[config.mk]
export PLATFORM = sky130hd
export DESIGN_NAME = mdu_ctrl
export DESIGN_NICKNAME = d
export VERILOG_FILES = /design/src/rtl/mdu_ctrl.sv
export SDC_FILE = /design/constraint.sdc
export NUM_CORES = 1
export LEC_CHECK = 0
export ABC_AREA = 1
export BUFFER_PORTS_ARGS = -buffer_cell sky130_fd_sc_hd__buf_2
export CAP_MARGIN = 15
export CORE_UTILIZATION = 30
export CTS_CLUSTER_SIZE = 16
export DETAILED_ROUTE_END_ITERATION = 10
export PLACE_DENSITY = 0.63
export SYNTH_ARGS = -nofsm -noshare
export SYNTH_HDL_FRONTEND = slang
export SYNTH_SLANG_ARGS = --single-unit
[constraint.sdc]
create_clock -name clk -period 2 [get_ports clk]
set_input_delay 0.6 -clock clk [delete_from_list [all_inputs] [get_ports clk]]
set_output_delay 0.6 -clock clk [all_outputs]
set_load 0.05 [all_outputs]
[src/rtl/mdu_ctrl.sv]
// ---------------------------------------------------------------------------
// mdu_ctrl -- issue/sequencing controller for a multiply/divide unit.
//
// Decides in the E stage whether an MDU-class instruction issues, drives the
// start pulse and mode to the MDU, and tracks the fixed-latency operation in
// flight so the D stage can be frozen behind it.
//
// Ports
//   clk        : single clock, all state changes on the rising edge
//   rst        : synchronous active-high reset, wins over every other input
//   e_valid    : E stage holds a valid MDU-class instruction
//   e_op       : 0 mult, 1 multu, 2 div, 3 divu, 4 mthi, 5 mtlo, 6 mfhi, 7 mflo
//   e_div_zero : E-stage divisor is zero
//   flush      : kill the E-stage instruction this cycle
//   d_is_md    : D stage holds an MDU-class instruction
//   mdu_start  : start pulse to the MDU (same cycle as issue)
//   mdu_mod    : MDU mode, 7 when no command
//   busy       : operation in flight
//   stall_d    : freeze D stage
//   done       : pulse on the last busy cycle
//   dz_pulse   : pulse when a divide by zero is suppressed
//   err        : sticky protocol-violation flag
// ---------------------------------------------------------------------------
module mdu_ctrl #(
   parameter int unsigned MUL_LAT = 5,
   parameter int unsigned DIV_LAT = 10
) (
   input  logic       clk,
   input  logic       rst,
   input  logic       e_valid,
   input  logic [2:0] e_op,
   input  logic       e_div_zero,
   input  logic       flush,
   input  logic       d_is_md,
   output logic       mdu_start,
   output logic [2:0] mdu_mod,
   output logic       busy,
   output logic       stall_d,
   output logic       done,
   output logic       dz_pulse,
   output logic       err
);

   typedef enum logic [1:0] {
      ST_IDLE = 2'd0,
      ST_MUL  = 2'd1,
      ST_DIV  = 2'd2
   } state_t;

   localparam logic [3:0] MUL_CNT = 4'(MUL_LAT);
   localparam logic [3:0] DIV_CNT = 4'(DIV_LAT);
   localparam logic [2:0] MOD_NONE = 3'd7;

   state_t     state_q, state_d;
   logic [3:0] cnt_q, cnt_d;
   logic       err_q, err_d;
   logic       issue_s;

   // Next-state, counter and command decode.
   always_comb begin
      state_d   = state_q;
      cnt_d     = cnt_q;
      err_d     = err_q;
      mdu_start = 1'b0;
      mdu_mod   = MOD_NONE;
      done      = 1'b0;
      dz_pulse  = 1'b0;
      // Reset in the same cycle blocks any command from leaving the block.
      issue_s   = (state_q == ST_IDLE) && e_valid && !flush && !rst;

      case (state_q)
         ST_IDLE: begin
            if (issue_s) begin
               case (e_op)
                  3'd0, 3'd1: begin
                     mdu_start = 1'b1;
                     mdu_mod   = e_op;
                     state_d   = ST_MUL;
                     cnt_d     = MUL_CNT;
                  end
                  3'd2, 3'd3: begin
                     // A zero divisor never reaches the MDU; software is told
                     // through dz_pulse instead.
                     if (e_div_zero) begin
                        dz_pulse = 1'b1;
                     end else begin
                        mdu_start = 1'b1;
                        mdu_mod   = e_op;
                        state_d   = ST_DIV;
                        cnt_d     = DIV_CNT;
                     end
                  end
                  3'd4, 3'd5: begin
                     // Single-cycle moves: mode only, no start, no busy phase.
                     mdu_mod = e_op;
                  end
                  default: begin
                     mdu_mod = MOD_NONE;
                  end
               endcase
            end else begin
               mdu_mod = MOD_NONE;
            end
         end
         ST_MUL, ST_DIV: begin
            // flush is deliberately ignored here: the MDU has committed.
            if (cnt_q == 4'd1) begin
               done    = !rst;
               state_d = ST_IDLE;
               cnt_d   = 4'd0;
            end else begin
               cnt_d = cnt_q - 4'd1;
            end
            // Anything that would command the MDU while busy is a pipeline
            // protocol violation; reads (mfhi/mflo) are held off upstream.
            if (e_valid && (e_op <= 3'd5)) begin
               err_d = 1'b1;
            end else begin
               err_d = err_q;
            end
         end
         default: begin
            state_d = ST_IDLE;
            cnt_d   = 4'd0;
         end
      endcase
   end

   // State, counter and sticky error registers.
   always_ff @(posedge clk) begin
      if (rst) begin
         state_q <= ST_IDLE;
         cnt_q   <= 4'd0;
         err_q   <= 1'b0;
      end else begin
         state_q <= state_d;
         cnt_q   <= cnt_d;
         err_q   <= err_d;
      end
   end

   assign busy    = (state_q != ST_IDLE);
   assign stall_d = d_is_md && (busy || mdu_start);
   assign err     = err_q;

endmodule

; ---- Word level (Yosys, flattened, before mapping)
; Index checks and enable logic that the tools add are counted.
[classes]
addsub = 1
n_mul = 0
n_div = 0
order_cmp = 1
eq_ne = 12
shifts = 0
muxes = 24
bitwise = 0
reduce_logical = 18
[op_table]
columns = operator, count
row1 = $pmux 4 s2, 2
row2 = $mux 4, 3
row3 = $mux 1, 9
row4 = $mux 3, 3
row5 = $pmux 2 s2, 2
row6 = $eq 3x2->1 const B, 2
row7 = $eq 3x3->1 const B, 2
row8 = $mux 2, 3
row9 = $pmux 3 s2, 1
row10 = $reduce_or 2->1, 3
row11 = $logic_and 1x1->1, 5
row12 = $eq 4x1->1 const B, 1
row13 = $ne 2x2->1 const B, 2
row14 = $reduce_and 4->1, 1
row15 = $reduce_or 4->1, 1
row16 = $sub 4x1->4 const B, 1
row17 = $eq 3x1->1 const B, 1
row18 = $le 3x3->1 const B, 1
row19 = $logic_not 3->1, 1
row20 = $ne 3x1->1 const B, 1
row21 = $ne 3x3->1 const B, 1
row22 = $reduce_and 3->1, 1
row23 = $eq 2x1->1 const B, 1
row24 = $eq 2x2->1 const B, 1
row25 = other kinds (6), 7
[totals]
regBits = 7
latchBits = 0
ramBits = 0
mem_bits_ro = 0
out_inout_bits = 9
mem_count = 0

; ---- Depth between registers and ports, before layout
; Gate-level depths: netlist (run 1).
[depth]
ltp_word = 8
depth_mapped = 9
depth_no_buf = 9

; ---- Worst setup path before layout (run 1)
; Ideal clock, no wire load.
[synth_path]
kind = input-to-output
startpoint = input e_div_zero
endpoint = output stall_d
arrival_ns = 2.201
path_slack_ns = -0.801
path_stages = 3
path_buffers = 0
cell_sequence = a21oi_1 > nand2_4 > a21boi_0
[synth_between]
elab_chain_cells = 6
[synth_rtl]
columns = item, line_no
row1 = "start, declared", 32  ; input logic e_div_zero,
row2 = $mux 1, 84  ; if (e_div_zero) begin
row3 = $pmux 1 s2, 74  ; case (e_op)
row4 = $mux 1, 73  ; if (issue_s) begin
row5 = $mux 1, 71  ; case (state_q)
row6 = $logic_or 1x1->1, 143  ; assign stall_d = d_is_md && (busy || mdu_start);
row7 = $logic_and 1x1->1, 143
row8 = "end, declared", 38  ; output logic stall_d,
; Every way passes these cells.

; ---- Final worst setup path (run 1)
[layout_path]
startpoint = register state_q[1]
endpoint = output mdu_mod[0]
[layout_between]
elab_chain_cells = 6
[layout_rtl]
columns = item, line_no
row1 = "start, declared", 54  ; state_t state_q, state_d;
row2 = "start signal, assigned", 136  ; state_q <= state_d;
row3 = $logic_not 2->1 (*), "69, 71"
row4 = $logic_and 1x1->1 (3 in a row), 69  ; issue_s = (state_q == ST_IDLE) && e_valid && !flush && !rst;
row5 = $mux 3, 73
row6 = $mux 3 (*), 71
row7 = "end, declared", 36  ; output logic [2:0] mdu_mod,
; Mark *: on every way between the ends. The rest lies on a longest branch, timed or not.

==> summary.txt, run 1 <==
Status
  – Status: complete, but fails checks
  – Failing checks: design-rule violations

Clock tree
  – Cts bufs inserted: 3
  – # clock sinks: 7
  – Worst skew pair latency: approximately 0.26 ns
  – CTS tree: done
  – CTS H-tree depth: 1
  – Clock slew at reported path FFs: 0.06 ns
  – CTS Root Cell: clkbuf_4
  – Cts hold-fix bufs: 0
  – Buffer depth of the longest clock path: 2

Worst setup path
  – Cell chain of the critical path: inv_2 -> ha_4 -> buf_6 -> inv_2 -> a211oi_2 -> nand3_2 -> buf_8
  – Slowest CP cell: dfxtp_2
  – CP max FO: 3
  – Crit. End Element: output pin
  – Worst EP required: between 1 and 1.5 ns
  – Slowest stage delay, CP: approximately 0.32 ns
  – R2r worst-path depth: 9
  – Worst Setup Path Type: register to output pin
  – Crit path DAT: about 1.4 ns
  – Worst Setup Start Kind: register
  – Critical R2R Launch: state_q[0]
  – Worst reg-to-reg setup slack: roughly 0.54 ns
  – Critical path's most frequent cell: inv_2
  – Reg2reg end: cnt_q[0]

Placement
  – PortBufs: 17
  – HPWL after detailed placement: 973.2 µm
  – GP Congestion: about 0.8
  – DP Area: just under 700 µm²
  – Pre-CTS setup slack: -0.005066 ns
  – Placed cells: about 120

Cells and area
  – # diodes: 0
  – Area Growth Syn to Fin: 59.52%
  – Fin util: 0.5317
  – Layout Nets: roughly 130
  – Post-Layout Inst Area: about 840 µm²
  – Final non-filler cell total: between 100 and 150
  – Layout cell share with drive strength beyond 1: 0.4685

Global route
  – First-pass GRT wire length: 2118 µm
  – Tot GR Track Use: 0.1536
  – Vias in the first global route: 515
  – Largest net degree at the start of global routing: 7
  – Global route overflow: 0
  – Initial antenna violation count: 0

Power
  – Power Total: between 1 and 1.5 mW
  – Pwr Density: around 1400 mW/mm²
  – Maximum VDD drop: 0.5783 mV
  – Leakage: roughly 0.41 nW

Die
  – Core area: between 0.0015 and 0.002 mm²
  – Die H: around 44 µm
  – Cell Rows: 14
  – DIE AREA: just under 0.002 mm²
  – Ports: 18
  – Die Width: about 44 µm
  – Initial Utilization: 0.3333

Synthesis
  – Synth warn: 0
  – Fraction of the yosys area taken by sequential cells: 0.2667
  – Area contributors post-synth: dfxtp_1 27%, nand2_1 16%, ha_1 9.5%
  – Top cell type by total area after synthesis: dfxtp_1
  – Top cell type's share of synthesized area: 0.2667
  – Mapped Avg Cell Area: 6.652 µm²
  – Synth Cell Area: approximately 530 µm²
  – Cells after Synth: 79
  – #FFs+latches synth: 7
  – Net Count, Synth: just over 90
  – Synth cell types: 20

Route
  – Drt first pass iters: 9
  – Vias: slightly above 600
  – Top layer in use: met4
  – DRC Markers: 1
  – Vias per Instance: 4.764
  – DRT iter0 DRCs: 11
  – Met2 routed wirelength: just under 700 µm
  – M1 WL: between 500 and 600 µm
  – Total wire length: about 1400 µm
  – Routed length per instance: around 11 µm
  – Routed Antenna Nets: 0
  – WL met3: between 90 and 100 µm

STA
  – RSZ-0062 raised after global routing: yes
  – Fmax: 504.0 MHz
  – Fin crit period: 1.984 ns
  – Clock Skew: roughly 0.00038 ns
  – Final Slew Violations: 0
  – Post-route clock period utilization: 0.9920
  – Worst Tran Pin Value: around 0.40 ns
  – Final Setup Violations: 0
  – Setup tns final: 0 ns
  – Final hold viol count: 0
  – Slew headroom: 0.7278
  – Hold WS: between 0.4 and 0.5 ns
  – PnR worst setup slack: between 0.015 and 0.02 ns

Run
  – Max-cap violations: 0

Min path
  – Worst Hold Depth: 2
  – Worst min path class: register to register
  – Source of the worst hold timing path: err
  – Worst Hold End: err
==> cells by family (layout without fill, tap and decap cells) <==
group | count (synthesis) | count (layout) | synth area share
compound gates | 12 | 12 | 0.1691
xor+xnor | 1 | 1 | 0.01667
fa+ha+maj | 4 | 4 | 0.09524
buf+inv | 13 | 45 | 0.09522
flops | 7 | 7 | 0.2667
simple gates | 42 | 42 | 0.3571
==> registers in the layout (all words and copies together), names as in the netlist <==
name,flops
cnt_q,4
err,1
state_q,2
==> how the worst max path moves through the flow <==
| stage | from | end | slack, ns | depth (start not counted) |
|---|---|---|---|---|
| after floorplan | rst | stall_d | -0.17 | 5 |
| after global placement | rst | stall_d | -0.006 | 7 |
| after detailed placement | rst | stall_d | -0.005 | 7 |
| after CTS | state_q[1] | mdu_mod[0] | 0.006 | 7 |
| after global routing | state_q[1] | mdu_mod[0] | -0.05 | 7 |
| final | state_q[1] | mdu_mod[0] | 0.02 | 7 |
==> power breakdown <==
part	leakage, nW	internal [mW]	switching (mW)
Combinational	0.338	0.353	0.483
Clock	0.0177	0.0736	0.0621
Sequential	0.0581	0.190	0.0350
Total	0.414	0.617	0.580
==> worst max-delay path, delay by kind of cell, from the launching register on <==
family	cells	cell delay, ns
compound gates	1	0.16
simple gates	1	0.11
buf+inv	4	0.36
fa+ha+maj	1	0.16
flops	1	0.32
==> per-layer routing <==
metal / up-vias / track usage
met2: 21 / 0.2627
met5: - / 0
li1: 315 / -
met1: 267 / 0.1688
met4: 0 / 0.05455
met3: 2 / 0.06667
==> synth_stat cells <==
cell type,n
and2_1,1
nand2_4,1
nor3_1,1
inv_1,11
a21oi_1,5
nand2_1,22
a21boi_0,1
dfxtp_1,7
a31oi_1,1
buf_2,1
nand2_2,1
nand3_1,7
ha_1,4
a21oi_4,2
nor2_4,1
o21ai_0,2
a211oi_1,1
nor2_1,8
inv_2,1
xor2_1,1
==> area by class of cell <==
class	instances	area [µm²]
Clock buffer	3	22.52
Clock inverter	1	5.005
Fill cell	161	738.2
Inverter	12	45.04
Multi-Input combinational cell	59	382.9
Sequential cell	7	142.6
Tap cell	16	20.02
Timing Repair Buffer	29	220.2
==> what timing repair did <==
action,in CTS,in global routing
endpoints found under the setup margin,6,6
resized for setup,17,10
pin swaps,4,4
buffers inserted,4,1
==> layout by cell type (no fill, tap or decap), drive strengths merged, types with 2 or more instances in the layout <==
| cell type | instances |
|---|---|
| nand3 | 7 |
| buf | 29 |
| inv | 12 |
| dfxtp | 7 |
| a21oi | 7 |
| nand2 | 24 |
| ha | 4 |
| clkbuf | 3 |
| nor2 | 9 |
| o21ai | 2 |
Note: power is estimated with default switching activity, not from simulation.
==> run 2: changes to the inputs <==
--- a/config.mk
+++ b/config.mk
@@ -13,4 +13,5 @@
 export DETAILED_ROUTE_END_ITERATION = 10
 export PLACE_DENSITY = 0.63
+export SKIP_LAST_GASP = 1
 export SYNTH_ARGS = -nofsm -noshare
 export SYNTH_HDL_FRONTEND = slang
==> constraint.sdc (replaced) <==
create_clock -name clk -period 2 [get_ports clk]
set_input_delay 0.6 -clock clk [delete_from_list [all_inputs] [get_ports clk]]
set_output_delay 0.6 -clock clk [all_outputs]
set_load 0.02 [all_outputs]
==> run 2 against run 1 <==
  * The flow still finishes with violations (design-rule violations)
  * Flip-flop and latch count stayed put
  * Clock power hardly changed
  * Fmax is 0.12% higher
  * Hold slack worse by 0.015 ns
  * Non-clock buffer count is 6 lower
  * Final cell count is 4.7% lower
  * Die area stayed put
  * Via count is 0.66% lower
  * Power is 15% lower
  * Sequential share of layout area is 2.1 points higher
  * Register-to-register slack worse by 0.11 ns
  * Critical endpoint is now stall_d
  * Largest power group unchanged
==> summary.txt, run 2 (synthesis results as in run 1) <==
Power
  – Power Total: 1.016 mW (was 1.196 mW)
  – Leakage: 0.3733 nW (was 0.4139 nW)
  – Maximum VDD drop: 0.5593 mV (was 0.5783 mV)
  – Pwr Density: 1361 mW/mm² (was 1427 mW/mm²)

Worst setup path
  – Worst Setup Start Kind: register (unchanged)
  – CP max FO: 4 (was 3)
  – Worst EP required: 1.40 ns (about the same)
  – CP bufs+invs: 2 (was 4)
  – Cell chain of the critical path: inv_2 -> ha_4 -> nand2_4 -> nor2_4 -> nand2_4 -> a21boi_1 -> buf_4 (was inv_2 -> ha_4 -> buf_6 -> inv_2 -> a211oi_2 -> nand3_2 -> buf_8)
  – CP delay by family, top: flip-flops (was buffers and inverters)
  – Slowest stage delay, CP: 0.33 ns (was 0.32 ns)
  – Slowest CP cell: dfxtp_2 (unchanged)
  – Crit path DAT: 1.38 ns (about the same)
  – Critical path's most frequent cell: nand2_4 (was inv_2)
  – Worst Setup Path Type: register to output pin (unchanged)
  – Crit. End Element: output pin (unchanged)

Cells and area
  – Most common cell after layout, fill and taps aside: nand2_1 (unchanged)
  – Most frequent cells in the layout: 20 x nand2_1, 14 x buf_2, 9 x inv_1 (was 21 x nand2_1, 11 x buf_2, 11 x buf_4)
  – Multi-input gate area: 362.8 µm² (was 382.9 µm²)
  – Final non-filler cell total: 121 (was 127)
  – Layout Nets: 119 (was 125)
  – Area Growth Syn to Fin: 42.14% (was 59.52%)
  – Number of flip-flops in the largest register: 4 (unchanged)
  – Layout cell share with drive strength beyond 1: 0.3905 (was 0.4685)
  – FF/Latch Area: 142.6 µm² (unchanged)
  – # diodes: 0 (unchanged)
  – Filler cell count: 170 (was 161)
  – Most flops, register: cnt_q (unchanged)
  – Post-Layout Inst Area: 747.0 µm² (was 838.3 µm²)

Route
  – Vias: 601 (was 605)
  – DRT iter0 DRCs: 14 (was 11)
  – Routed length per instance: 11.49 µm (was 10.76 µm)
  – DRC Markers: 4 (was 1)
  – Total wire length: 1390 µm (was 1366 µm)
  – Drt first pass iters: 7 (was 9)
  – Routed Antenna Nets: 0 (unchanged)
  – Vias per Instance: 4.967 (was 4.764)

Status
  – Status: complete, but fails checks (unchanged)
  – Failing checks: design-rule violations (unchanged)

Placement
  – PortBufs: 17 (unchanged)
  – Placed cells: 114 (was 118)
  – DP Area: 648.1 µm² (was 694.4 µm²)
  – GP Congestion: 0.8303 (was 0.8157)
  – HPWL after detailed placement: 992.5 µm (was 973.2 µm)

STA
  – Worst Tran Pin Value: 0.3539 ns (was 0.4040 ns)
  – Slew headroom: 0.7616 (was 0.7278)
  – Post-route clock period utilization: 0.9909 (was 0.9920)
  – Hold WS: 0.4605 ns (was 0.4754 ns)
  – Final hold viol count: 0 (unchanged)
  – Fin crit period: 1.982 ns (was 1.984 ns)
  – Final Slew Violations: 0 (unchanged)
  – Final Setup Violations: 0 (unchanged)
  – RSZ-0062 raised after global routing: yes (unchanged)
  – Clock Skew: 0.006789 ns (was 0.0003756 ns)
  – Setup tns final: 0 ns (unchanged)
  – Fmax: 504.6 MHz (was 504.0 MHz)

Clock tree
  – Worst skew pair latency: 0.26 ns (about the same)
  – # clock sinks: 7 (unchanged)
  – Cts bufs inserted: 3 (unchanged)
  – CTS tree: done (unchanged)
  – Cts hold-fix bufs: 0 (unchanged)
  – CTS Root Cell: clkbuf_4 (unchanged)
  – CTS H-tree depth: 1 (unchanged)
  – Buffer depth of the longest clock path: 2 (unchanged)
  – Clock slew at reported path FFs: 0.06 ns (about the same)

Global route
  – Tot GR Track Use: 0.1593 (was 0.1536)
  – Largest net degree at the start of global routing: 10 (was 7)
  – Global route overflow: 0 (unchanged)
  – Vias in the first global route: 570 (was 515)
  – First-pass GRT wire length: 2214 µm (was 2118 µm)
  – Initial antenna violation count: 0 (unchanged)

Die
  – Die H: 43.86 µm (unchanged)
  – Initial Utilization: 0.3333 (unchanged)
  – Ports: 18 (unchanged)
  – Cell Rows: 14 (unchanged)
  – Die Width: 43.86 µm (unchanged)
  – DIE AREA: 0.001923 mm² (unchanged)
  – Core area: 0.001577 mm² (unchanged)

Min path
  – Worst min path class: register to register (unchanged)

Run
  – Max-cap violations: 0 (unchanged)
==> run 2: report_power, final <==
part	internal [mW]	switching [mW]	total, mW
Combinational	0.273	0.379	0.653
Sequential	0.190	0.0371	0.227
Clock	0.0737	0.0632	0.137
Total	0.537	0.479	1.02
==> run 2: per-stage QoR <==
| step | setup slack [ns] | utilization |
|---|---|---|
| finish | 0.01829 | 0.4738 |
| global route | -0.02977 | 0.4738 |
| CTS | 0.01058 | 0.4579 |
| detailed placement | 0.04825 | 0.4111 |
| global placement | 0.07638 | 0.4111 |
| floorplan | 0.05213 | - |
==> run 2: layer usage <==
metal / GRT usage / part of all wire
met5: 0 / 0
met4: 0.04242 / 0.0079
met1: 0.1654 / 0.42
met2: 0.2866 / 0.46
met3: 0.07500 / 0.10
==> run 2: what timing repair did <==
action	in CTS	in global routing
endpoints found under the setup margin	3	5
buffers inserted	3	0
pin swaps	4	3
gates resized for setup	7	9
==> run 2: path summary, 6_finish.rpt <==
path / startpoint / to / slack, ns / depth (start not counted)
min: err / err / 0.46 / 2
min reg2reg: err / err / 0.46 / 2
max reg2reg: state_q[0] / state_q[1] / 0.43 / 11
max: state_q[0] / stall_d / 0.02 / 7
==> run 2: worst register-to-register path: stages (launching register included) <==
cell and delay, ns:
dfxtp_2 0.33, inv_2 0.07, ha_4 0.16, nand2_4 0.06, nor2_4 0.15, nand2_4 0.07, buf_4 0.14, buf_4 0.16
a21oi_4 0.16, nand2_1 0.08, nand2_1 0.06, nor2_1 0.04
==> run 2: final cells by class <==
class	instances	share of cell area
well taps	16	0.02680
repair buffers	23	0.1993
inverters	12	0.06030
flip-flops and latches	7	0.1910
multi-input cells	59	0.4858
clock inverters	1	0.006700
clock buffers	3	0.03015
